$ cat config.mk
export PLATFORM = sky130hd
export DESIGN_NAME = run_sequencer
export DESIGN_NICKNAME = d
export VERILOG_FILES = /design/src/rtl/run_seq_pkg.sv /design/src/rtl/run_cycle_counter.sv /design/src/rtl/run_sequencer.sv
export SDC_FILE = /design/constraint.sdc
export NUM_CORES = 1
export LEC_CHECK = 0
export ABC_AREA = 1
export CAP_MARGIN = 20
export CORE_MARGIN = 4
export CORE_UTILIZATION = 50
export CTS_CLUSTER_SIZE = 10
export DETAILED_ROUTE_END_ITERATION = 8
export PLACE_DENSITY = 0.83
export SLEW_MARGIN = 20
export SYNTH_ARGS = -nofsm -noshare
export SYNTH_HDL_FRONTEND = slang
export SYNTH_SLANG_ARGS = --single-unit
$ cat constraint.sdc
create_clock -name clock -period 2.35 [get_ports clock]
set_input_delay 0.3525 -clock clock [delete_from_list [all_inputs] [get_ports clock]]
set_output_delay 0.3525 -clock clock [all_outputs]
set_load 0.01 [all_outputs]
$ cat src/rtl/run_seq_pkg.sv
// Shared types and defaults for the run sequencer.
package run_seq_pkg;

  localparam int CYC_W          = 16;
  localparam int RST_CYCLES_DEF = 2;
  localparam int PROG_CNT_DEF   = 3;
  localparam int MAX_CYCLES_DEF = 4096;

  typedef enum logic [1:0] {
    IDLE  = 2'd0,
    RESET = 2'd1,
    RUN   = 2'd2,
    DONE  = 2'd3
  } run_state_t;

endpackage

$ cat src/rtl/run_cycle_counter.sv
// Saturating run-cycle counter with synchronous clear and count enable.
module run_cycle_counter
  import run_seq_pkg::*;
(
  input  logic             clock,
  input  logic             clear,
  input  logic             enable,
  output logic [CYC_W-1:0] count
);

  always_ff @(posedge clock) begin
    if (clear) begin
      count <= '0;
    end else if (enable && (count != {CYC_W{1'b1}})) begin
      count <= count + 1'b1;
    end
  end

endmodule

$ cat src/rtl/run_sequencer.sv
// Core run controller: reset hold, run, halt/done reporting and program selection.
// Optional watchdog compiled in with RUN_SEQ_WATCHDOG_EN.
//
// state | meaning
// IDLE  | core held in reset, waiting for start
// RESET | core held in reset for RST_CYCLES cycles
// RUN   | core executing, cycles counted
// DONE  | core frozen, results readable, prog_sel advanced
module run_sequencer
  import run_seq_pkg::*;
#(
  parameter int RST_CYCLES = RST_CYCLES_DEF,
  parameter int PROG_CNT   = PROG_CNT_DEF,
  parameter int MAX_CYCLES = MAX_CYCLES_DEF
) (
  input  logic             clock,
  input  logic             reset,
  input  logic             start,
  input  logic             halt,
  output logic             core_reset,
  output logic             core_run,
  output logic [1:0]       prog_sel,
  output logic             done,
  output logic             timeout,
  output logic [CYC_W-1:0] cycle_count
);

`ifdef RUN_SEQ_WATCHDOG_EN
  localparam bit WD_EN = 1'b1;
`else
  localparam bit WD_EN = 1'b0;
`endif

  localparam int RC_W = $clog2(RST_CYCLES + 1);
  localparam logic [RC_W-1:0]  RC_LOAD  = RC_W'(RST_CYCLES - 1);
  localparam logic [1:0]       PROG_MAX = 2'(PROG_CNT - 1);
  localparam logic [CYC_W-1:0] WD_LIMIT = CYC_W'(MAX_CYCLES - 1);

  run_state_t      state;
  logic [RC_W-1:0] rst_cnt;
  logic            timeout_q;
  logic            enter_reset;
  logic            wd_hit;

  assign enter_reset = ((state == IDLE) || (state == DONE)) && start;
  // Halt takes priority: the watchdog only fires on a cycle without halt.
  assign wd_hit      = WD_EN && !halt && (cycle_count == WD_LIMIT);
  assign timeout     = WD_EN ? timeout_q : 1'b0;

  run_cycle_counter u_cycle_counter (
    .clock  (clock),
    .clear  (reset || enter_reset),
    .enable (state == RUN),
    .count  (cycle_count)
  );

  always_ff @(posedge clock) begin
    if (reset) begin
      state      <= IDLE;
      rst_cnt    <= '0;
      core_reset <= 1'b1;
      core_run   <= 1'b0;
      done       <= 1'b0;
      timeout_q  <= 1'b0;
      prog_sel   <= '0;
    end else begin
      case (state)
        IDLE: begin
          if (start) begin
            state   <= RESET;
            rst_cnt <= RC_LOAD;
          end
        end
        RESET: begin
          if (rst_cnt == '0) begin
            state      <= RUN;
            core_reset <= 1'b0;
            core_run   <= 1'b1;
          end else begin
            rst_cnt <= rst_cnt - 1'b1;
          end
        end
        RUN: begin
          if (halt || wd_hit) begin
            state     <= DONE;
            core_run  <= 1'b0;
            done      <= 1'b1;
            timeout_q <= !halt;
            prog_sel  <= (prog_sel == PROG_MAX) ? 2'd0 : prog_sel + 2'd1;
          end
        end
        DONE: begin
          if (start) begin
            state      <= RESET;
            rst_cnt    <= RC_LOAD;
            core_reset <= 1'b1;
            done       <= 1'b0;
            timeout_q  <= 1'b0;
          end
        end
        default: begin
          state      <= IDLE;
          core_reset <= 1'b1;
          core_run   <= 1'b0;
          done       <= 1'b0;
          timeout_q  <= 1'b0;
        end
      endcase
    end
  end

endmodule

==> impl_metrics.py, run 1 <==
metrics = {
    "status": {
        "status": "finished, final reports clean",
    },
    "timing": {
        "fin_hold_ws_ns": 0.468,
        "maxSlewViolCount": 0,
        "fin_crit_sh": 0.724,
        "finalSetupViolations": 0,
        "final.min_clock_period_ns": 1.70,
        "clock-skew-final_ns": 0.00387,
        "tns_ns": 0,
        "hold_viol": 0,
        "fmax_ghz": 0.588,
        "rsz0062_at_grt": "no",
        "fin_ws_ns": 0.648,
    },
    "floorplan": {
        "die_x_um": 61.4,
        "dieArea_um2": 3770,
        "initial_utilization": 0.521,
        "coreArea_um2": 2730,
        "rows": 19,
        "io_pins": 26,
        "die_height_um": 61.4,
    },
    "clock_network": {
        "post-cts-setup-buffers": 0,
        "clock-sinks": 25,
        "clkTransAtPathRegs_ns": 0.14,
        "cts_resized": 0,
        "cts_max_level": 1,
        "clk_path_buf_depth": 2,
        "cts.hold.buffers_added": 0,
        "clock_latency_ns": 0.32,
        "tritoncts": "yes",
        "cts_root_buffer": "clkbuf_4",
        "cts_made_buffers": 3,
    },
    "drt": {
        "dr.max_layer_used": "met4",
        "routed-via-count": 1382,
        "routed_wl_um": 2940,
        "post_drt_via_cell_ratio": 5.06,
        "ant_nets": 0,
        "first_pass_iters": 4,
        "wl_met1_um": 1530,
        "post_drt_wl_per_cell_um": 10.8,
        "wl_met3_um": 135,
        "wl_met2_um": 1240,
        "drtIter0Drc": 60,
        "drc_errors": 0,
    },
    "place": {
        "post-place-ws_ns": 0.706,
        "io_buffers": 24,
        "place_hpwl_um": 2320,
        "dp.cells": 269,
        "gp_congestion": 0.892,
    },
    "critical_path": {
        "cp_data_arrival_time_ns": 1.35,
        "cpPeakStageDelay_ns": 0.58,
        "worstPathRequired_ns": 2.00,
        "start_kind": "register",
        "crit_path_end_kind": "output pin",
        "cp_cell_sequence": "clkdlybuf4s50_1",
        "critPathMaxFanout": 6,
        "crit_slowest_cell": "clkdlybuf4s50_1",
        "crit_family": "buffers and inverters",
        "worstSetupPathType": "register to output pin",
        "worstPathBufferInverterCount": 1,
    },
    "global_routing": {
        "antenna_found_initial": 0,
        "grt_max_degree": 17,
        "grt_pass1_vias": 1200,
        "grt_usage": 0.179,
        "grt_overflow_total": 0,
        "grt_pass1_wl_um": 5130,
    },
    "power": {
        "peakVddDrop_v": 0.000853,
        "power_density_nw_per_um2": 740,
        "p_leak_uw": 0.000648,
    },
    "finish": {
        "layoutNonFillerInstCount": 273,
        "area_growth_pct": 19.5,
        "seqCellArea_um2": 500,
        "fin_nets": 252,
        "final_cell_mix": "55 x nand2_1, 47 x nor2_1, 25 x dfxtp_1",
        "final_layout_size_suffix_gt1_frac": 0.0661,
        "multiInputGateArea_um2": 797,
        "n_fill_cell": 267,
        "n_antenna_cell": 0,
        "final_common_cell": "nand2_1",
    },
    "yosys": {
        "synthTopCellsByArea": "dfxtp_1 35%, nand2_1 14%, nor2_1 12%",
        "synth-seq-area-share": 0.351,
        "ys_warn_count": 0,
        "synth_area_leader_cell": "dfxtp_1",
        "syn_avg_cell_area_um2": 6.53,
        "synth_area_um2": 1420,
        "syn_nets": 227,
        "synth-seq-cells": 25,
        "synthDistinctLibCells": 23,
        "synth_cells": 218,
        "synth_top_cell_area_share": 0.351,
    },
    "worst_hold_path": {
        "hold_class": "register to register",
    },
    "flow_run": {
        "max-cap-violations": 0,
    },
}
==> cells in the mapped netlist <==
cell       n
nor2b_1    1
a311oi_1   1
conb_1     1
a31oi_1    1
buf_2      2
nor2_1    47
nor3_1     3
buf_6      1
nor2_2     1
nand2_2    3
ha_1       5
nand4_4    1
or2_2      1
o21ai_0   10
a21oi_1   15
nor2_4     5
inv_1     24
buf_4      2
nand2_1   55
nand3b_1   1
nand3_1   11
dfxtp_1   25
a211oi_1   2
==> worst paths after layout <==
| check | start | end | slack (ns) | cells after the start |
|---|---|---|---|---|
| max | u_cycle_counter.count[6] | cycle_count[6] | 0.65 | 1 |
| min | core_reset | core_reset | 0.47 | 2 |
| max reg2reg | state[0] | u_cycle_counter.count[11] | 0.74 | 9 |
| min reg2reg | core_reset | core_reset | 0.47 | 2 |
==> flip-flops by register name, indices dropped and copies added, names as in the netlist <==
| register | cells |
|---|---|
| done | 1 |
| rst_cnt | 2 |
| core_reset | 1 |
| core_run | 1 |
| u_cycle_counter.count | 16 |
| prog_sel | 2 |
| state | 2 |
==> power by group <==
part | switching (µW) | total (µW) | internal (µW)
logic | 316 | 534 | 217
clock network | 130 | 194 | 63.7
registers | 44.5 | 531 | 486
==> metal layers <==
metal,vias to the layer above,GRT usage
met5,-,0
met4,0,0.0636
met3,6,0.0377
met2,29,0.266
met1,615,0.256
li1,732,-
==> layout make-up <==
class | count | share of cell area
clock inverter | 1 | 0.00294
tap | 31 | 0.0228
multi-input combinational | 164 | 0.468
timing repair buffer | 25 | 0.146
sequential | 25 | 0.294
inverter | 24 | 0.0529
clock buffer | 3 | 0.0132
==> cells by family after synthesis <==
| logic type | after synthesis | synth area share |
|---|---|---|
| simple gates | 129 | 0.404 |
| compound gates | 29 | 0.109 |
| buf+inv | 29 | 0.0888 |
| flops | 25 | 0.351 |
| fa+ha+maj | 5 | 0.0439 |
| other cells | 1 | 0.00263 |
==> per-stage QoR <==
stage                     instance area (µm²)  utilization  power, µW
after CTS                                1700        0.622       1270
after global routing                     1700        0.622       1370
final                                    1700        0.622       1260
after detailed placement                 1670        0.612       1070
after global placement                   1670        0.612       1040
after floorplan                          1420            -        914
Note: power is estimated with default switching activity, not from simulation.
==> inputs of run 2 (changes only) <==
==> constraint.sdc (replaced) <==
create_clock -name clock -period 1.6 [get_ports clock]
set_input_delay 0.24 -clock clock [delete_from_list [all_inputs] [get_ports clock]]
set_output_delay 0.24 -clock clock [all_outputs]
set_load 0.01 [all_outputs]
==> impl_metrics.py, run 2 (synthesis results as in run 1) <==
metrics = {
    "timing": {
        "maxSlewViolCount": 0,
        "hold_viol": 0,
        "clock-skew-final_ns": 0.00440,
        "fmax_ghz": 0.656,
        "fin_ws_ns": 0.0755,
        "rsz0062_at_grt": "no",
        "fin_crit_sh": 0.953,
        "final.min_clock_period_ns": 1.52,
        "fin_hold_ws_ns": 0.461,
        "tns_ns": 0,
        "finalSetupViolations": 0,
    },
    "drt": {
        "wl_met2_um": 1240,
        "wl_met1_um": 1550,
        "routed-via-count": 1371,
        "first_pass_iters": 4,
        "drtIter0Drc": 68,
        "drc_errors": 0,
        "ant_nets": 0,
        "dr.max_layer_used": "met4",
        "wl_met3_um": 171,
        "routed_wl_um": 3000,
        "post_drt_wl_per_cell_um": 10.8,
        "post_drt_via_cell_ratio": 4.95,
    },
    "floorplan": {
        "die_x_um": 61.4,
        "io_pins": 26,
        "coreArea_um2": 2730,
        "die_height_um": 61.4,
        "dieArea_um2": 3770,
        "initial_utilization": 0.521,
        "rows": 19,
    },
    "critical_path": {
        "worstPathBufferInverterCount": 1,
        "worstPathRequired_ns": 1.36,
        "crit_family": "buffers and inverters",
        "worstSetupPathType": "register to output pin",
        "crit_slowest_cell": "clkdlybuf4s50_1",
        "start_kind": "register",
        "ff2ff_path_depth": 8,
        "critPathMaxFanout": 5,
        "cp_cell_sequence": "clkdlybuf4s50_1",
        "cp_num_cells": 1,
        "cpPeakStageDelay_ns": 0.56,
        "cp_data_arrival_time_ns": 1.28,
        "crit_path_end_kind": "output pin",
    },
    "worst_hold_path": {
        "min_path_cells": 2,
        "hold_class": "register to register",
    },
    "finish": {
        "area_growth_pct": 23.0,
        "n_fill_cell": 250,
        "fin_nets": 256,
        "fin_area_um2": 1750,
        "final_common_cell": "nand2_1",
        "layoutNonFillerInstCount": 277,
        "final_cell_mix": "55 x nand2_1, 47 x nor2_1, 24 x inv_1",
        "largest_reg_flops": 16,
        "largest_register": "u_cycle_counter.count",
        "n_antenna_cell": 0,
        "final_layout_size_suffix_gt1_frac": 0.130,
    },
    "power": {
        "peakVddDrop_v": 0.000930,
        "power_density_nw_per_um2": 1060,
        "p_leak_uw": 0.000707,
    },
    "place": {
        "place_hpwl_um": 2300,
        "placed_area_um2": 1700,
        "post-place-ws_ns": 0.160,
        "gp_congestion": 0.887,
        "io_buffers": 24,
        "dp.cells": 273,
    },
    "global_routing": {
        "grt_usage": 0.172,
        "antenna_found_initial": 0,
        "grt_pass1_wl_um": 4950,
        "grt_overflow_total": 0,
        "grt_max_degree": 17,
        "grt_pass1_vias": 1179,
    },
    "flow_run": {
        "max-cap-violations": 0,
    },
    "clock_network": {
        "cts_max_level": 1,
        "clk_path_buf_depth": 2,
        "clkTransAtPathRegs_ns": 0.13,
        "cts_root_buffer": "clkbuf_4",
        "cts_made_buffers": 3,
        "tritoncts": "yes",
        "clock_latency_ns": 0.31,
        "post-cts-setup-buffers": 0,
        "clock-sinks": 25,
    },
    "status": {
        "status": "finished, final reports clean",
    },
}
## run 2: path summary, 6_finish.rpt
| kind | startpoint | to | slack (ns) |
|---|---|---|---|
| setup reg to reg | state[0] | rst_cnt[1] | 0.17 |
| hold / removal | core_reset | core_reset | 0.46 |
| hold reg to reg | core_reset | core_reset | 0.46 |
| setup / recovery | u_cycle_counter.count[11] | cycle_count[11] | 0.08 |
## run 2: metrics by stage
step	power (µW)	util
after floorplan	1340	-
after global placement	1580	0.623
after detailed placement	1590	0.623
after CTS	1870	0.633
after global routing	2030	0.641
final	1860	0.641
## run 2: area by class of cell
type                    count  area (µm²)  area share
inverters                  24        90.1      0.0514
clock buffers               4        26.3      0.0150
flip-flops and latches     25         517       0.295
repair buffers             29         283       0.161
well taps                  31        38.8      0.0221
multi-input cells         164         797       0.455
## run 2: report_power, final
part | internal, µW | total (µW) | leakage, µW | switching, µW
combinational | 343 | 806 | 0.000483 | 463
clock | 97.4 | 276 | 0.0000150 | 178
sequential | 722 | 781 | 0.000209 | 58.8
total | 1160 | 1860 | 0.000707 | 700
## run 2: what timing repair did
item                       CTS  global route
setup endpoints to repair    0            13
hold buffers                 0             0
gates resized for setup      0            15
## run 2: layer usage
metal  vias up  GRT usage
li1        743          -
met1       583      0.250
met2        41      0.252
met3         4     0.0314
met4         0     0.0667
met5         -          0
==> inputs of run 3 (changes only) <==
==> constraint.sdc (replaced) <==
create_clock -name clock -period 1.9 [get_ports clock]
set_input_delay 0.285 -clock clock [delete_from_list [all_inputs] [get_ports clock]]
set_output_delay 0.285 -clock clock [all_outputs]
set_load 0.01 [all_outputs]
==> impl_metrics.py, run 3 (synthesis results as in run 1) <==
metrics = {
    "critical_path": {
        "r2r_start": "state[0]",
        "regToRegSetupSlack_ns": 0.23,
        "worstPathRequired_ns": 2.13,
        "crit_path_end_kind": "register",
        "worstSetupPathType": "register to register",
        "ff2ff_path_depth": 9,
        "cp_data_arrival_time_ns": 1.90,
        "start_kind": "register",
        "reg2reg_to": "u_cycle_counter.count[11]",
        "critPathMaxFanout": 8,
    },
    "global_routing": {
        "grt_usage": 0.183,
        "grt_max_degree": 17,
        "grt_pass1_vias": 1145,
        "grt_overflow_total": 0,
        "grt_use_met3": 0.0252,
        "grt_pass1_wl_um": 5180,
        "grt_use_met2": 0.267,
        "top_usage_layer": "met1",
        "met1_usage": 0.269,
        "antenna_found_initial": 0,
    },
    "drt": {
        "routed_wl_um": 3010,
        "drc_errors": 0,
        "drtIter0Drc": 60,
        "post_drt_via_cell_ratio": 4.96,
        "ant_nets": 0,
        "post_drt_wl_per_cell_um": 11.0,
        "routed-via-count": 1359,
        "first_pass_iters": 4,
    },
    "worst_hold_path": {
        "hold_class": "register to register",
        "min_to": "core_reset",
        "min_path_cells": 2,
        "hold_start": "core_reset",
    },
    "finish": {
        "final_common_cell": "nand2_1",
        "largest_reg_flops": 16,
        "largest_register": "u_cycle_counter.count",
        "n_antenna_cell": 0,
        "n_fill_cell": 257,
        "utilization": 0.625,
        "area_growth_pct": 20.0,
        "final_cell_mix": "55 x nand2_1, 47 x nor2_1, 25 x dfxtp_1",
        "fin_nets": 253,
        "final_layout_size_suffix_gt1_frac": 0.0700,
    },
    "clock_network": {
        "clkTransAtPathRegs_ns": 0.15,
        "post-cts-setup-buffers": 0,
        "tritoncts": "yes",
        "clock_latency_ns": 0.33,
        "cts_max_level": 1,
        "cts_root_buffer": "clkbuf_4",
        "cts_resized": 0,
        "clk_path_buf_depth": 2,
        "clock-sinks": 25,
        "cts_made_buffers": 3,
        "cts.hold.buffers_added": 0,
    },
    "power": {
        "peakVddDrop_v": 0.000836,
        "power_density_nw_per_um2": 905,
        "p_leak_uw": 0.000653,
    },
    "timing": {
        "maxSlewViolCount": 0,
        "clock-skew-final_ns": 0.0124,
        "final.min_clock_period_ns": 1.67,
        "finalSetupViolations": 0,
        "rsz0062_at_grt": "no",
        "fin_hold_ws_ns": 0.469,
        "tns_ns": 0,
        "fmax_ghz": 0.600,
        "hold_viol": 0,
        "fin_crit_sh": 0.877,
    },
    "floorplan": {
        "dieArea_um2": 3770,
        "die_height_um": 61.4,
        "initial_utilization": 0.521,
        "die_x_um": 61.4,
        "rows": 19,
        "io_pins": 26,
        "coreArea_um2": 2730,
    },
    "place": {
        "io_buffers": 24,
        "place_hpwl_um": 2290,
        "gp_congestion": 0.927,
    },
    "status": {
        "status": "finished, final reports clean",
    },
    "flow_run": {
        "max-cap-violations": 0,
    },
}
-- run 3: cell count changes in the layout (fill, tap and decap cells not counted) --
cell             before  now
buf_4                 5    2
clkinv_2              0    1
dfxtp_1              12   25
dfxtp_2              13    0
clkdlybuf4s50_1      22   24
dlymetal6s2s_1        2    0
clkbuf_1              1    0
-- run 3: critical path, stage by stage, from the launching register on --
cell and delay, ns:
dfxtp_1 0.36, inv_1 0.08, ha_1 0.33, inv_1 0.18, nor2_1 0.18, nand2_1 0.08
nor2_1 0.17, nand3_1 0.09, nand2_1 0.07, nor2_1 0.03
-- run 3: metal layers --
layer / share of wire / vias to the layer above
li1: - / 736
met1: 0.51 / 584
met2: 0.42 / 32
met3: 0.045 / 7
met4: 0.021 / 0
met5: 0 / -
-- run 3: metrics by stage --
step / total power, µW / cell area (µm²) / worst slack (ns) / cells
4_1_cts: 1550 / 1710 / 0.250 / 274
3_3_place_gp: 1300 / 1680 / 0.270 / 270
6_report: 1550 / 1710 / 0.235 / 274
5_1_grt: 1690 / 1710 / 0.119 / 274
3_5_place_dp: 1310 / 1680 / 0.295 / 270
2_1_floorplan: 1130 / 1420 / 0.468 / 218
-- run 3: power breakdown --
group	internal, µW	switching [µW]	total (µW)
Combinational	267	376	643
Sequential	601	58.0	659
Clock	79.0	166	245
Total	947	600	1550
-- run 3: area by class of cell --
type	count	area [µm²]	share of cell area
inverter	24	90.1	0.0527
sequential	25	500	0.293
multi-input combinational	164	797	0.466
clock inverter	1	5.00	0.00293
clock buffer	3	22.5	0.0132
timing repair buffer	26	255	0.149
tap	31	38.8	0.0227
-- run 3: worst max path at each step --
stage | startpoint | endpoint | slack [ns]
after floorplan | state[0] | u_cycle_counter.count[2] | 0.47
after global placement | state[0] | u_cycle_counter.count[11] | 0.27
after detailed placement | state[0] | u_cycle_counter.count[11] | 0.29
after CTS | state[0] | u_cycle_counter.count[11] | 0.25
after global routing | state[0] | u_cycle_counter.count[11] | 0.12
final | state[0] | u_cycle_counter.count[11] | 0.23
